## src/rtl/pipeline_hazard_ctrl.sv

```systemverilog
// rtl/pipeline_hazard_ctrl.sv - pipeline latch enable/flush sequencer with load-use,
// branch and mult/div stall handling plus a saturating stall-cycle counter.
module pipeline_hazard_ctrl #(
    parameter int MD_TIMEOUT = 40,
    parameter int CNT_W      = 32
) (
    input  logic             clock,
    input  logic             reset,
    input  logic [4:0]       d_rs,
    input  logic [4:0]       d_rt,
    input  logic             d_uses_rs,
    input  logic             d_uses_rt,
    input  logic             x_is_load,
    input  logic [4:0]       x_rd,
    input  logic             x_branch_taken,
    input  logic             x_is_md,
    input  logic             md_ready,
    output logic             pc_we,
    output logic             fd_we,
    output logic             fd_flush,
    output logic             dx_we,
    output logic             dx_flush,
    output logic             xm_we,
    output logic             xm_flush,
    output logic             md_start,
    output logic             md_busy,
    output logic             md_timeout,
    output logic [CNT_W-1:0] stall_count
);

    localparam int WC_W = $clog2(MD_TIMEOUT + 1);

    typedef enum logic {
        RUN     = 1'b0,
        MD_WAIT = 1'b1
    } state_t;

    state_t          state;
    state_t          state_next;
    logic [WC_W-1:0] wait_cnt;
    logic [WC_W-1:0] wait_cnt_next;
    logic            hz;
    logic            md_expire;

    assign hz = x_is_load && (x_rd != 5'd0) &&
                ((d_uses_rs && (d_rs == x_rd)) || (d_uses_rt && (d_rt == x_rd)));

    assign md_expire = (wait_cnt == WC_W'(MD_TIMEOUT - 1));

    always_comb begin
        state_next    = state;
        wait_cnt_next = wait_cnt;
        pc_we         = 1'b1;
        fd_we         = 1'b1;
        dx_we         = 1'b1;
        xm_we         = 1'b1;
        fd_flush      = 1'b0;
        dx_flush      = 1'b0;
        xm_flush      = 1'b0;
        md_start      = 1'b0;
        md_busy       = 1'b0;

        if (reset) begin
            // Clock nops into every latch while reset is held.
            fd_flush = 1'b1;
            dx_flush = 1'b1;
            xm_flush = 1'b1;
        end else begin
            case (state)
                RUN: begin
                    if (x_is_md) begin
                        md_start      = 1'b1;
                        state_next    = MD_WAIT;
                        wait_cnt_next = '0;
                        pc_we         = 1'b0;
                        fd_we         = 1'b0;
                        dx_we         = 1'b0;
                        xm_flush      = 1'b1;
                    end else if (x_branch_taken) begin
                        // The D instruction is squashed, so a pending hazard is moot.
                        fd_flush = 1'b1;
                        dx_flush = 1'b1;
                    end else if (hz) begin
                        pc_we    = 1'b0;
                        fd_we    = 1'b0;
                        dx_flush = 1'b1;
                    end
                end
                MD_WAIT: begin
                    md_busy       = 1'b1;
                    wait_cnt_next = wait_cnt + WC_W'(1);
                    if (md_ready || md_expire) begin
                        state_next = RUN;
                    end else begin
                        pc_we    = 1'b0;
                        fd_we    = 1'b0;
                        dx_we    = 1'b0;
                        xm_flush = 1'b1;
                    end
                end
                default: begin
                    state_next = RUN;
                end
            endcase
        end
    end

    always_ff @(posedge clock) begin
        if (reset) begin
            state       <= RUN;
            wait_cnt    <= '0;
            md_timeout  <= 1'b0;
            stall_count <= '0;
        end else begin
            state    <= state_next;
            wait_cnt <= wait_cnt_next;
            if ((state == MD_WAIT) && !md_ready && md_expire) begin
                md_timeout <= 1'b1;
            end
            if (!pc_we && (stall_count != {CNT_W{1'b1}})) begin
                stall_count <= stall_count + CNT_W'(1);
            end
        end
    end

endmodule

```

## config.mk

```make
export PLATFORM = sky130hd
export DESIGN_NAME = pipeline_hazard_ctrl
export DESIGN_NICKNAME = d
export VERILOG_FILES = /design/src/rtl/pipeline_hazard_ctrl.sv
export SDC_FILE = /design/constraint.sdc
export NUM_CORES = 1
export LEC_CHECK = 0
export BUFFER_PORTS_ARGS = -buffer_cell sky130_fd_sc_hd__buf_4
export CAP_MARGIN = 20
export CORE_UTILIZATION = 46
export CTS_BUF_LIST = sky130_fd_sc_hd__clkbuf_4 sky130_fd_sc_hd__clkbuf_8 sky130_fd_sc_hd__clkbuf_16
export DETAILED_ROUTE_END_ITERATION = 10
export PLACE_DENSITY = 0.76
export SYNTH_ARGS = -nofsm -noshare
export SYNTH_HDL_FRONTEND = slang
export SYNTH_SLANG_ARGS = --single-unit
```

## constraint.sdc

```tcl
create_clock -name clock -period 2.14 [get_ports clock]
set_input_delay 0.214 -clock clock [delete_from_list [all_inputs] [get_ports clock]]
set_output_delay 0.214 -clock clock [all_outputs]
set_load 0.005 [all_outputs]
```

== Yosys cells after proc, flatten, opt, wreduce, memory -nomap -nowiden ==
Cells that the tools add are included.

* Register bits: 40
* Bits of input ports: 23
* Output and inout bits: 42

* Add/sub/neg operators: 2
* Eq/ne operators: 5
* Multiplexer cells: 28
* Bitwise operators: 1
* Reduce and logical (&&, ||, !) cells: 12

{| class="wikitable"
|+ Operators with widths
! operator !! count
|-
| $add 32x1->32 const B || 1
|-
| $ne 32x32->1 const B || 1
|-
| $mux 1 || 23
|-
| $pmux 6 s2 || 1
|-
| $eq 5x5->1 || 2
|-
| $logic_and 1x1->1 || 7
|-
| $add 6x1->6 const B || 1
|-
| $eq 6x6->1 const B || 1
|-
| $mux 6 || 1
|-
| $pmux 1 s2 || 3
|-
| $reduce_bool 5->1 || 1
|-
| $logic_not 1->1 || 2
|-
| $logic_or 1x1->1 || 2
|-
| $ne 2x2->1 const B || 1
|-
| $not 1->1 || 1
|}

== Logic depth before layout (Yosys ltp) ==
Gate-level depths: netlist of run 1.

* Word-level depth: 11
* Gate-level depth with buffers: 10
* Depth with buffers taken out: 8

== Least setup slack after synthesis of run 1 ==
No wires, ideal clock.

* Kind: reg-to-reg
* From: register stall_count[12]
* To: register stall_count[26]
* Data arrival time: 1,963 ps
* Required time: 2,019 ps
* Slack: 56 ps
* Stages on the path, launching flop included: 8
* Path buffers: 0
* Period minus slack after synthesis: 2,084 ps
* Path through: dfxtp_1 > nand4_2 > nor3_4 > nand4_4 > nor3b_4 > nor3_1 > and3_1 > mux2_4

* Longest elaborated chain between the ends: 2

{| class="wikitable"
|+ Ends and longest elaborated chain
! what !! line !! text
|-
| start: declaration || 28 || <nowiki>output logic [CNT_W-1:0] stall_count</nowiki>
|-
| start signal: assignment || 121 || <nowiki>stall_count <= stall_count + CNT_W'(1);</nowiki>
|-
| branches (longest 2 deep; another with $add 32x1->32) || n/a ||
|}

Parallel ways; which one is timed is not known.
A chain may end at the register's enable or synchronous reset.

== Worst setup path after layout of run 1 ==
* From: register wait_cnt[5]
* To: register stall_count[26]

* Longest elaborated chain between the ends: 7

{| class="wikitable"
|+ Ends and longest elaborated chain
! what !! line !! text
|-
| start: declaration || 40 || <nowiki>logic [WC_W-1:0] wait_cnt;</nowiki>
|-
| start signal: assignment || 116 || <nowiki>wait_cnt <= wait_cnt_next;</nowiki>
|-
| $eq 6x6->1 || 48 || <nowiki>assign md_expire = (wait_cnt == WC_W'(MD_TIMEOUT - 1));</nowiki>
|-
| $logic_or 1x1->1 || 92 || <nowiki>if (md_ready || md_expire) begin</nowiki>
|-
| $mux 1 || 92 ||
|-
| $pmux 1 s2 || 69 || <nowiki>case (state)</nowiki>
|-
| $mux 1 || 63 || <nowiki>if (reset) begin</nowiki>
|-
| $logic_not 1->1 || 120 || <nowiki>if (!pc_we && (stall_count != {CNT_W{1'b1}})) begin</nowiki>
|-
| $logic_and 1x1->1 || 120 ||
|}

No other way between the ends.

==> results of run 1 <==
[sequential cells by signal, indices dropped and copies added (netlist names)]
name         flops
md_timeout       1
stall_count     32
wait_cnt         6
state            1
[worst max-delay path, cell delays in order, from the launching register on]
cell     delay (ns)
dfxtp_1        0.34
or3b_4         0.40
o21ai_2        0.16
a21oi_2        0.09
a21oi_2        0.27
buf_4          0.18
nor3_2         0.05
and3_1         0.19
mux2_4         0.30
[final timing paths]
path                             startpoint  cells past startpoint              end
worst max register to register  wait_cnt[5]                      8  stall_count[26]
worst max-delay path            wait_cnt[5]                      8  stall_count[26]
worst min register to register   md_timeout                      2       md_timeout
worst min-delay path                  reset                      2  stall_count[28]
[report_power, final]
| group | switching [µW] | internal (µW) |
|---|---|---|
| logic | 83.2 | 96.3 |
| registers | 4.80 | 750 |
| clock network | 246 | 234 |
[cell families after synthesis]
family / Yosys count / synth area share
xor+xnor: 38 / 0.1554
flops: 40 / 0.3738
buf+inv: 16 / 0.03563
compound gates: 19 / 0.05082
fa+ha+maj: 2 / 0.01168
other cells: 1 / 0.001751
simple gates: 137 / 0.3493
mux: 4 / 0.02161
[per-layer routing]
metal	up-vias	GRT usage
met5	-	0
met4	0	0.08889
met3	14	0.04618
met2	50	0.3968
met1	999	0.2879
li1	1104	-
[through the flow]
step / hold slack, ns / total power (µW) / worst slack (ns) / utilization / std cells
3_3_place_gp: 0.4546 / 928.8 / 0.04520 / 0.6630 / 400
2_1_floorplan: 0.3060 / 850.2 / 0.05571 / - / 257
4_1_cts: 0.1871 / 1429 / 0.01565 / 0.6987 / 415
5_1_grt: 0.2206 / 1471 / -0.03044 / 0.7174 / 417
6_report: 0.2060 / 1414 / 0.05450 / 0.7174 / 417
3_5_place_dp: 0.4779 / 933.0 / -0.04272 / 0.6630 / 400
[what timing repair did]
item / 4_1_cts / 5_1_grt
setup endpoints to repair: 3 / 19
pin swaps: 2 / 5
setup buffers: 7 / 3
resized for setup: 6 / 14
gates cloned: 1 / 0
[final cells by class]
cell class	instances	share of cell area
flip-flops and latches	40	0.2529
inverters	3	0.003556
clock inverters	1	0.001580
multi-input cells	201	0.4235
well taps	52	0.02055
clock buffers	6	0.02410
repair buffers	114	0.2738
[placed cells by master, fill, tap and decap left out, types with 7 or more instances in the layout]
| master | count |
|---|---|
| buf_4 | 111 |
| nor2_1 | 40 |
| dfxtp_1 | 40 |
| xnor2_1 | 38 |
| nand2_1 | 15 |
| nor3_1 | 15 |
| nand3_1 | 12 |
| nand4_1 | 9 |
| a21oi_1 | 7 |
==> impl_metrics.json, run 1 <==
{
  "drt_first_pass_iters": 4,
  "fin_nets": 390,
  "vias": 2167,
  "die_w_um": 70.24,
  "io_buffer_count": 63,
  "period_needed_ns": 2.086,
  "synth_area_leaders": "dfxtp_1 (37%), xnor2_1 (16%), nor2_1 (7.2%)",
  "drtIter0Drc": 117,
  "hold_buffers": 0,
  "fill_cells": 348,
  "regArea_um2": 800.8,
  "syn-num-nets": 282,
  "grt_max_degree": 36,
  "synth.avg_cell_area_um2": 8.335,
  "cts.sink_count": 40,
  "htreeDepth": 2,
  "wl_met3_um": 235,
  "finish.instance_area_um2": 3167,
  "top_layer_used": "met4",
  "gr-total-overflow": 0,
  "cts.clk_slew.worst_paths_ns": 0.07,
  "grt_pass1_wl_mm": 9.321,
  "first_global_vias": 2118,
  "clk_latency_ns": 0.29,
  "outcome": "finished clean",
  "wl_met2_mm": 2.831,
  "antenna_found_initial": 0,
  "cts_tree": "done",
  "min_path_type": "primary input to register",
  "final.setup.tns_ns": 0,
  "yosys_warnings": 0,
  "num_io_pins": 65,
  "hold_viol": 0,
  "synth_edf_count": 0,
  "ys_types": 42,
  "clk_path_buf_depth": 2,
  "cp_data_required_time_ns": 2.32,
  "start_util": 0.4853,
  "yosysTopAreaCell": "dfxtp_1",
  "synthesis.instances": 257,
  "synth_most_common_cell": "nor2_1",
  "numCtsBuffers": 5,
  "start_kind": "register",
  "cellLeakagePower_uw": 0.001331,
  "multi_input_area_um2": 1341,
  "slew_violations": 0,
  "clock.fmax_mhz": 479.5,
  "critPathKind": "register to register",
  "dieHeight_um": 70.24,
  "gp_congestion": 0.8357,
  "ys_seq_elements": 40,
  "crit_path_max_fanout": 5,
  "synth_commonest_cells": "nor2_1 (41), dfxtp_1 (40), xnor2_1 (38), nor3_1 (17), nand2_1 (15)",
  "rsz0062_at_grt": "yes",
  "period_share": 0.9745,
  "drcViolationCount": 0,
  "cap_violations": 0,
  "finalSetupViolCount": 0,
  "avgViaCountPerCell": 5.197,
  "antenna_left": 0,
  "globalRouteTotalUtil": 0.2330,
  "clockRootBuffer": "clkbuf_8",
  "cp-end-kind": "register",
  "powerDensity_nw_per_um2": 446.5,
  "final.setup_skew_ns": 0.007277,
  "ir_drop_v": 0.0003667,
  "crit_arrival_ns": 2.27,
  "drt-wirelength-per-cell_um": 13.37,
  "async_reset_ff_frac": 0,
  "reg2reg_slack_ns": 0.05,
  "dp_hpwl_mm": 4.067,
  "areaGrowthSynthToFinish_pct": 47.84,
  "die_area_um2": 4934,
  "place_area_um2": 2927,
  "met1Wirelength_mm": 2.386,
  "syn-cell-area_um2": 2142,
  "wirelength_mm": 5.575,
  "rows": 24,
  "synth_ff_type": "dfxtp_1",
  "core_area_um2": 4414,
  "n_antenna_cell": 0,
  "ys_seq_area_frac": 0.3738,
  "drive_gt1_frac": 0.4027,
  "yosys.area.top_type_share": 0.3738
}
Power figures use the tool's default switching activity.
==> run 2, diff against run 1 <==
--- a/config.mk
+++ b/config.mk
@@ -8,7 +8,6 @@
 export BUFFER_PORTS_ARGS = -buffer_cell sky130_fd_sc_hd__buf_4
 export CAP_MARGIN = 20
 export CORE_UTILIZATION = 46
-export CTS_BUF_LIST = sky130_fd_sc_hd__clkbuf_4 sky130_fd_sc_hd__clkbuf_8 sky130_fd_sc_hd__clkbuf_16
 export DETAILED_ROUTE_END_ITERATION = 10
 export PLACE_DENSITY = 0.76
 export SYNTH_ARGS = -nofsm -noshare
==> run 2 against run 1 <==
Net effect: clock power shrank 3%; critical path depth is the same; sequential cell count unchanged; global-route usage fell by 0.12 points; critical path type unchanged.
==> impl_metrics.json, run 2 (same netlist as run 1, synthesis figures left out) <==
{
  "outcome": "finished clean",
  "fill_cells": 349,
  "grt_max_degree": 36,
  "fin_nets": 390,
  "numCtsBuffers": 5,
  "power_frac_comb": 0.127,
  "wirelength_mm": 5.529,
  "first_global_vias": 2103,
  "gp_congestion": 0.8357,
  "crit_path_max_fanout": 5,
  "reg_top3": "stall_count: 32 flops, wait_cnt: 6 flops",
  "hold_buffers": 0,
  "final_common_cell": "buf_4",
  "clockPowerShare": 0.333,
  "p_seq_frac": 0.540,
  "largest_reg_flops": 32,
  "rows": 24,
  "core_area_um2": 4414,
  "placed_cells": 400,
  "drive_gt1_frac": 0.3973,
  "hold_viol": 0,
  "clock.fmax_mhz": 485.3,
  "die_area_um2": 4934,
  "crit_top_cell": "nand4_1",
  "ir_drop_v": 0.0003664,
  "cpLargestDelayFamily": "simple AND/OR/NAND/NOR gates",
  "die_w_um": 70.24,
  "cellLeakagePower_uw": 0.001328,
  "period_share": 0.9629,
  "place_area_um2": 2927,
  "path_buf_inv": 1,
  "p_int_uw": 1067,
  "top_layer_used": "met4",
  "path_cells": "nand4_1, nor3_4, nand4_4, nor3b_4, buf_4, nor2_1, nand4_1, mux2_2",
  "wl_met3_um": 227,
  "critPathKind": "register to register",
  "hold_depth": 2,
  "cts.sink_count": 40,
  "grt_pass1_wl_mm": 9.280,
  "final.setup_skew_ns": 0.006954,
  "slowest_delay_ns": 0.34,
  "cp_data_required_time_ns": 2.32,
  "areaGrowthSynthToFinish_pct": 47.55,
  "cp.depth": 8,
  "regArea_um2": 800.8,
  "drcViolationCount": 0,
  "start_kind": "register",
  "num_io_pins": 65,
  "io_buffer_count": 63,
  "finalSetupViolCount": 0,
  "clk_latency_ns": 0.29,
  "finish.instance_area_um2": 3161,
  "dieHeight_um": 70.24,
  "wl_met2_mm": 2.840,
  "final_cell_mix": "buf_4 (111), nor2_1 (40), dfxtp_1 (40)",
  "final.setup.tns_ns": 0,
  "drt_first_pass_iters": 4,
  "dp_hpwl_mm": 4.067,
  "avgViaCountPerCell": 5.211,
  "powerDensity_nw_per_um2": 442.6,
  "clk_path_buf_depth": 2,
  "clockRootBuffer": "clkbuf_8",
  "start_util": 0.4853,
  "globalRouteTotalUtil": 0.2318,
  "cts_tree": "done",
  "crit_path_top_delay_cell": "dfxtp_1",
  "antenna_left": 0,
  "p_sw_uw": 331.6,
  "cap_violations": 0,
  "multi_input_area_um2": 1339,
  "min_path_type": "primary input to register",
  "met1Wirelength_mm": 2.349,
  "rr_worst_depth": 8,
  "top_register": "stall_count",
  "drtIter0Drc": 116,
  "drt-wirelength-per-cell_um": 13.26,
  "n_antenna_cell": 0,
  "antenna_found_initial": 0,
  "slew_violations": 0,
  "gr-total-overflow": 0,
  "cts.clk_slew.worst_paths_ns": 0.07,
  "htreeDepth": 2,
  "vias": 2173,
  "crit_arrival_ns": 2.24,
  "cp-end-kind": "register",
  "sw_frac_of_total": 0.2370,
  "layoutNonFillerInstCount": 417,
  "period_needed_ns": 2.061,
  "rsz0062_at_grt": "yes"
}
run 2: cell counts in the layout (fill, tap and decap cells not counted):
No cell type changed its count.
run 2: metrics by stage:
stage               setup WS [ns]  hold slack, ns  total power [µW]    util
floorplan                 0.05571          0.3060             850.2       -
global placement          0.04520          0.4546             928.8  0.6630
detailed placement       -0.04272          0.4779             933.0  0.6630
CTS                       0.01565          0.1871              1416  0.6978
global route             -0.02399          0.2206              1457  0.7160
finish                    0.07945          0.2060              1399  0.7160
run 2: metal layers:
layer  vias up  track usage
met2        50       0.3905
met4         0      0.08889
met5         -            0
met3        12      0.04618
met1      1010       0.2897
li1       1101            -
run 2: layout make-up:
class | instances | area share
clock buffers | 6 | 0.02296
clock inverters | 1 | 0.001584
inverters | 3 | 0.003563
multi-input cells | 201 | 0.4236
flip-flops and latches | 40 | 0.2534
well taps | 52 | 0.02059
repair buffers | 114 | 0.2743
run 2: what timing repair did:
action,in CTS,in global routing
endpoints found under the setup margin,3,19
pin swaps,2,3
resized for setup,6,13
buffers inserted,7,3
cloned,1,0
run 2: worst paths after layout:
| kind | start | slack (ns) | end |
|---|---|---|---|
| hold / removal | reset | 0.21 | stall_count[28] |
| hold reg to reg | md_timeout | 0.49 | md_timeout |
| setup / recovery | stall_count[19] | 0.08 | stall_count[29] |
| setup reg to reg | stall_count[19] | 0.08 | stall_count[29] |
run 2: power groups by stage:
stage               Combinational (µW)  Sequential (µW)  Clock, µW
floorplan                         77.6              773          0
global placement                   157              771          0
detailed placement                 161              772          0
CTS                                176              754        485
global route                       194              755        508
finish                             178              755        466
run 2: worst reg2reg max path, cell delays in order, from the launching register on:
cell and delay [ns]:
dfxtp_1 0.34, nand4_1 0.17, nor3_4 0.28, nand4_4 0.14, nor3b_4 0.34, buf_4 0.18
nor2_1 0.05, nand4_1 0.12, mux2_2 0.33
==> run 3, diff against run 2 <==
--- a/config.mk
+++ b/config.mk
@@ -7,9 +7,11 @@
 export LEC_CHECK = 0
 export BUFFER_PORTS_ARGS = -buffer_cell sky130_fd_sc_hd__buf_4
 export CAP_MARGIN = 20
-export CORE_UTILIZATION = 46
+export CELL_PAD_IN_SITES_DETAIL_PLACEMENT = 1
+export CELL_PAD_IN_SITES_GLOBAL_PLACEMENT = 2
+export CORE_UTILIZATION = 29
 export DETAILED_ROUTE_END_ITERATION = 10
-export PLACE_DENSITY = 0.76
+export PLACE_DENSITY_LB_ADDON = 0.1
 export SYNTH_ARGS = -nofsm -noshare
 export SYNTH_HDL_FRONTEND = slang
 export SYNTH_SLANG_ARGS = --single-unit
==> constraint.sdc (replaced) <==
create_clock -name clock -period 2 [get_ports clock]
set_input_delay 0.2 -clock clock [delete_from_list [all_inputs] [get_ports clock]]
set_output_delay 0.2 -clock clock [all_outputs]
set_load 0.005 [all_outputs]
==> run 3 against run 2 <==
Net effect: the flow now finishes with violations (negative setup slack); clock skew is 0.0018 ns higher; worst hold slack improved by 0.024 ns; die area increased by 57%; via count rose by 3.5%; sequential power grew 6.6%; sequential share of layout area down 2.5 points; sequential cell count stayed put; core utilization fell by 21 points; combinational power grew 22%; worst setup slack lost 0.083 ns.
==> impl_metrics.json, run 3 (same netlist as run 1, synthesis figures left out) <==
{
  "start_util": 0.3068,
  "htreeDepth": 2,
  "numCtsBuffers": 5,
  "die_area_um2": 7734,
  "place_area_um2": 3112,
  "first_global_vias": 2228,
  "dp_hpwl_mm": 4.802,
  "rows": 30,
  "drcViolationCount": 0,
  "worstHoldStart": "reset",
  "areaGrowthSynthToFinish_pct": 66.12,
  "clockRootBuffer": "clkbuf_8",
  "hold_buffers": 0,
  "powerDensity_nw_per_um2": 480.1,
  "cts.clk_slew.worst_paths_ns": 0.09,
  "reg_top3": "stall_count: 32 flops, wait_cnt: 6 flops",
  "regArea_um2": 813.3,
  "wl_met3_um": 196,
  "slowest_delay_ns": 0.33,
  "ir_drop_v": 0.0002385,
  "clock.fmax_mhz": 499.1,
  "n_antenna_cell": 0,
  "multi_input_area_um2": 1519,
  "cp-end-kind": "register",
  "wirelength_mm": 6.817,
  "slew_violations": 0,
  "drt-wirelength-per-cell_um": 14.38,
  "grt_pass1_wl_mm": 10.58,
  "cp_data_required_time_ns": 2.19,
  "drt_first_pass_iters": 5,
  "drive_gt1_frac": 0.4894,
  "violations": "negative setup slack",
  "startpoint": "stall_count[24]",
  "final.setup_skew_ns": 0.008757,
  "die_w_um": 87.95,
  "start_kind": "register",
  "drtIter0Drc": 71,
  "dieHeight_um": 87.95,
  "timing.final.ws_setup_ns": -0.003644,
  "hold_viol": 0,
  "fin_nets": 402,
  "finalSetupViolCount": 1,
  "largest_reg_flops": 32,
  "antenna_found_initial": 0,
  "met1Wirelength_mm": 3.309,
  "num_io_pins": 65,
  "r2r-start": "stall_count[24]",
  "hold_ws_ns": 0.2296,
  "globalRouteTotalUtil": 0.1781,
  "top_layer_used": "met4",
  "final_cell_mix": "buf_4 (118), nor2_1 (40), xnor2_1 (38)",
  "crit_path_top_delay_cell": "dfxtp_2",
  "clk_path_buf_depth": 2,
  "fill_cells": 841,
  "rsz0062_at_grt": "yes",
  "path_cells": "and3_4, and3_4, and2_4, nor3b_4, buf_6, buf_6, buf_4, nor3b_4, a21oi_2, a31o_2",
  "clk_latency_ns": 0.30,
  "final_common_cell": "buf_4",
  "top_register": "stall_count",
  "outcome": "complete, but fails checks",
  "grt_max_degree": 35,
  "period_needed_ns": 2.004,
  "cts.sink_count": 40,
  "min_path_type": "primary input to register",
  "cellLeakagePower_uw": 0.001448,
  "wl_met2_mm": 3.247,
  "antenna_left": 0,
  "io_buffer_count": 63,
  "cts_tree": "done",
  "period_share": 1.002,
  "gp_congestion": 0.7888,
  "core_area_um2": 6982,
  "gr-total-overflow": 0,
  "crit_path_max_fanout": 5,
  "finish.instance_area_um2": 3558,
  "avgViaCountPerCell": 4.747,
  "cap_violations": 0,
  "crit_arrival_ns": 2.20,
  "critPathKind": "register to register",
  "vias": 2250
}
==> run 3: layout make-up <==
| cell class | instances | area share |
|---|---|---|
| Clock buffer | 5 | 0.01934 |
| Clock inverter | 3 | 0.01196 |
| Inverter | 3 | 0.003165 |
| Multi-Input combinational cell | 201 | 0.4269 |
| Sequential cell | 40 | 0.2286 |
| Tap cell | 96 | 0.03376 |
| Timing Repair Buffer | 126 | 0.2764 |
==> run 3: power by group <==
part           switching, µW  internal, µW  leakage, µW
Sequential              3.30           802     0.000328
Combinational            104           113      0.00107
Clock                    316           370    0.0000541
Total                    424          1280      0.00145
==> run 3: worst max-delay path: cells and delay by family, from the launching register on <==
kind	cells	cell delay, ns
AO/OA/AOI/OAI	2	0.29
flip-flops	1	0.33
buffers and inverters	3	0.38
AND/OR/NAND/NOR	5	0.90
==> run 3: path summary, 6_finish.rpt <==
path	slack, ns	cells past startpoint	end
hold reg to reg	0.50	2	md_timeout
setup / recovery	-0.004	10	stall_count[16]
hold / removal	0.23	3	state
setup reg to reg	-0.004	10	stall_count[16]
==> run 3: layer usage <==
metal / track usage / vias up
met3: 0.03487 / 7
met1: 0.2389 / 1079
met5: 0 / -
met2: 0.2882 / 38
met4: 0.05365 / 0
li1: - / 1126
==> run 3: repair_timing <==
action,4_1_cts,5_1_grt
gates resized for setup,9,49
endpoints found under the setup margin,24,31
buffers inserted,2,6
pin swaps,3,19
==> run 3: per-stage QoR <==
stage          instances     TNS, ns    util  power [µW]  setup slack (ns)
3_3_place_gp         459      -1.539  0.4457        1014           -0.1120
3_5_place_dp         459      -3.448  0.4457        1016           -0.1860
4_1_cts              469  -0.0006934  0.4701        1725        -0.0006934
5_1_grt              474      -1.500  0.5097        1796           -0.1080
6_report             474   -0.003644  0.5097        1708         -0.003644
2_1_floorplan        257    -0.01818       -       911.3          -0.01351
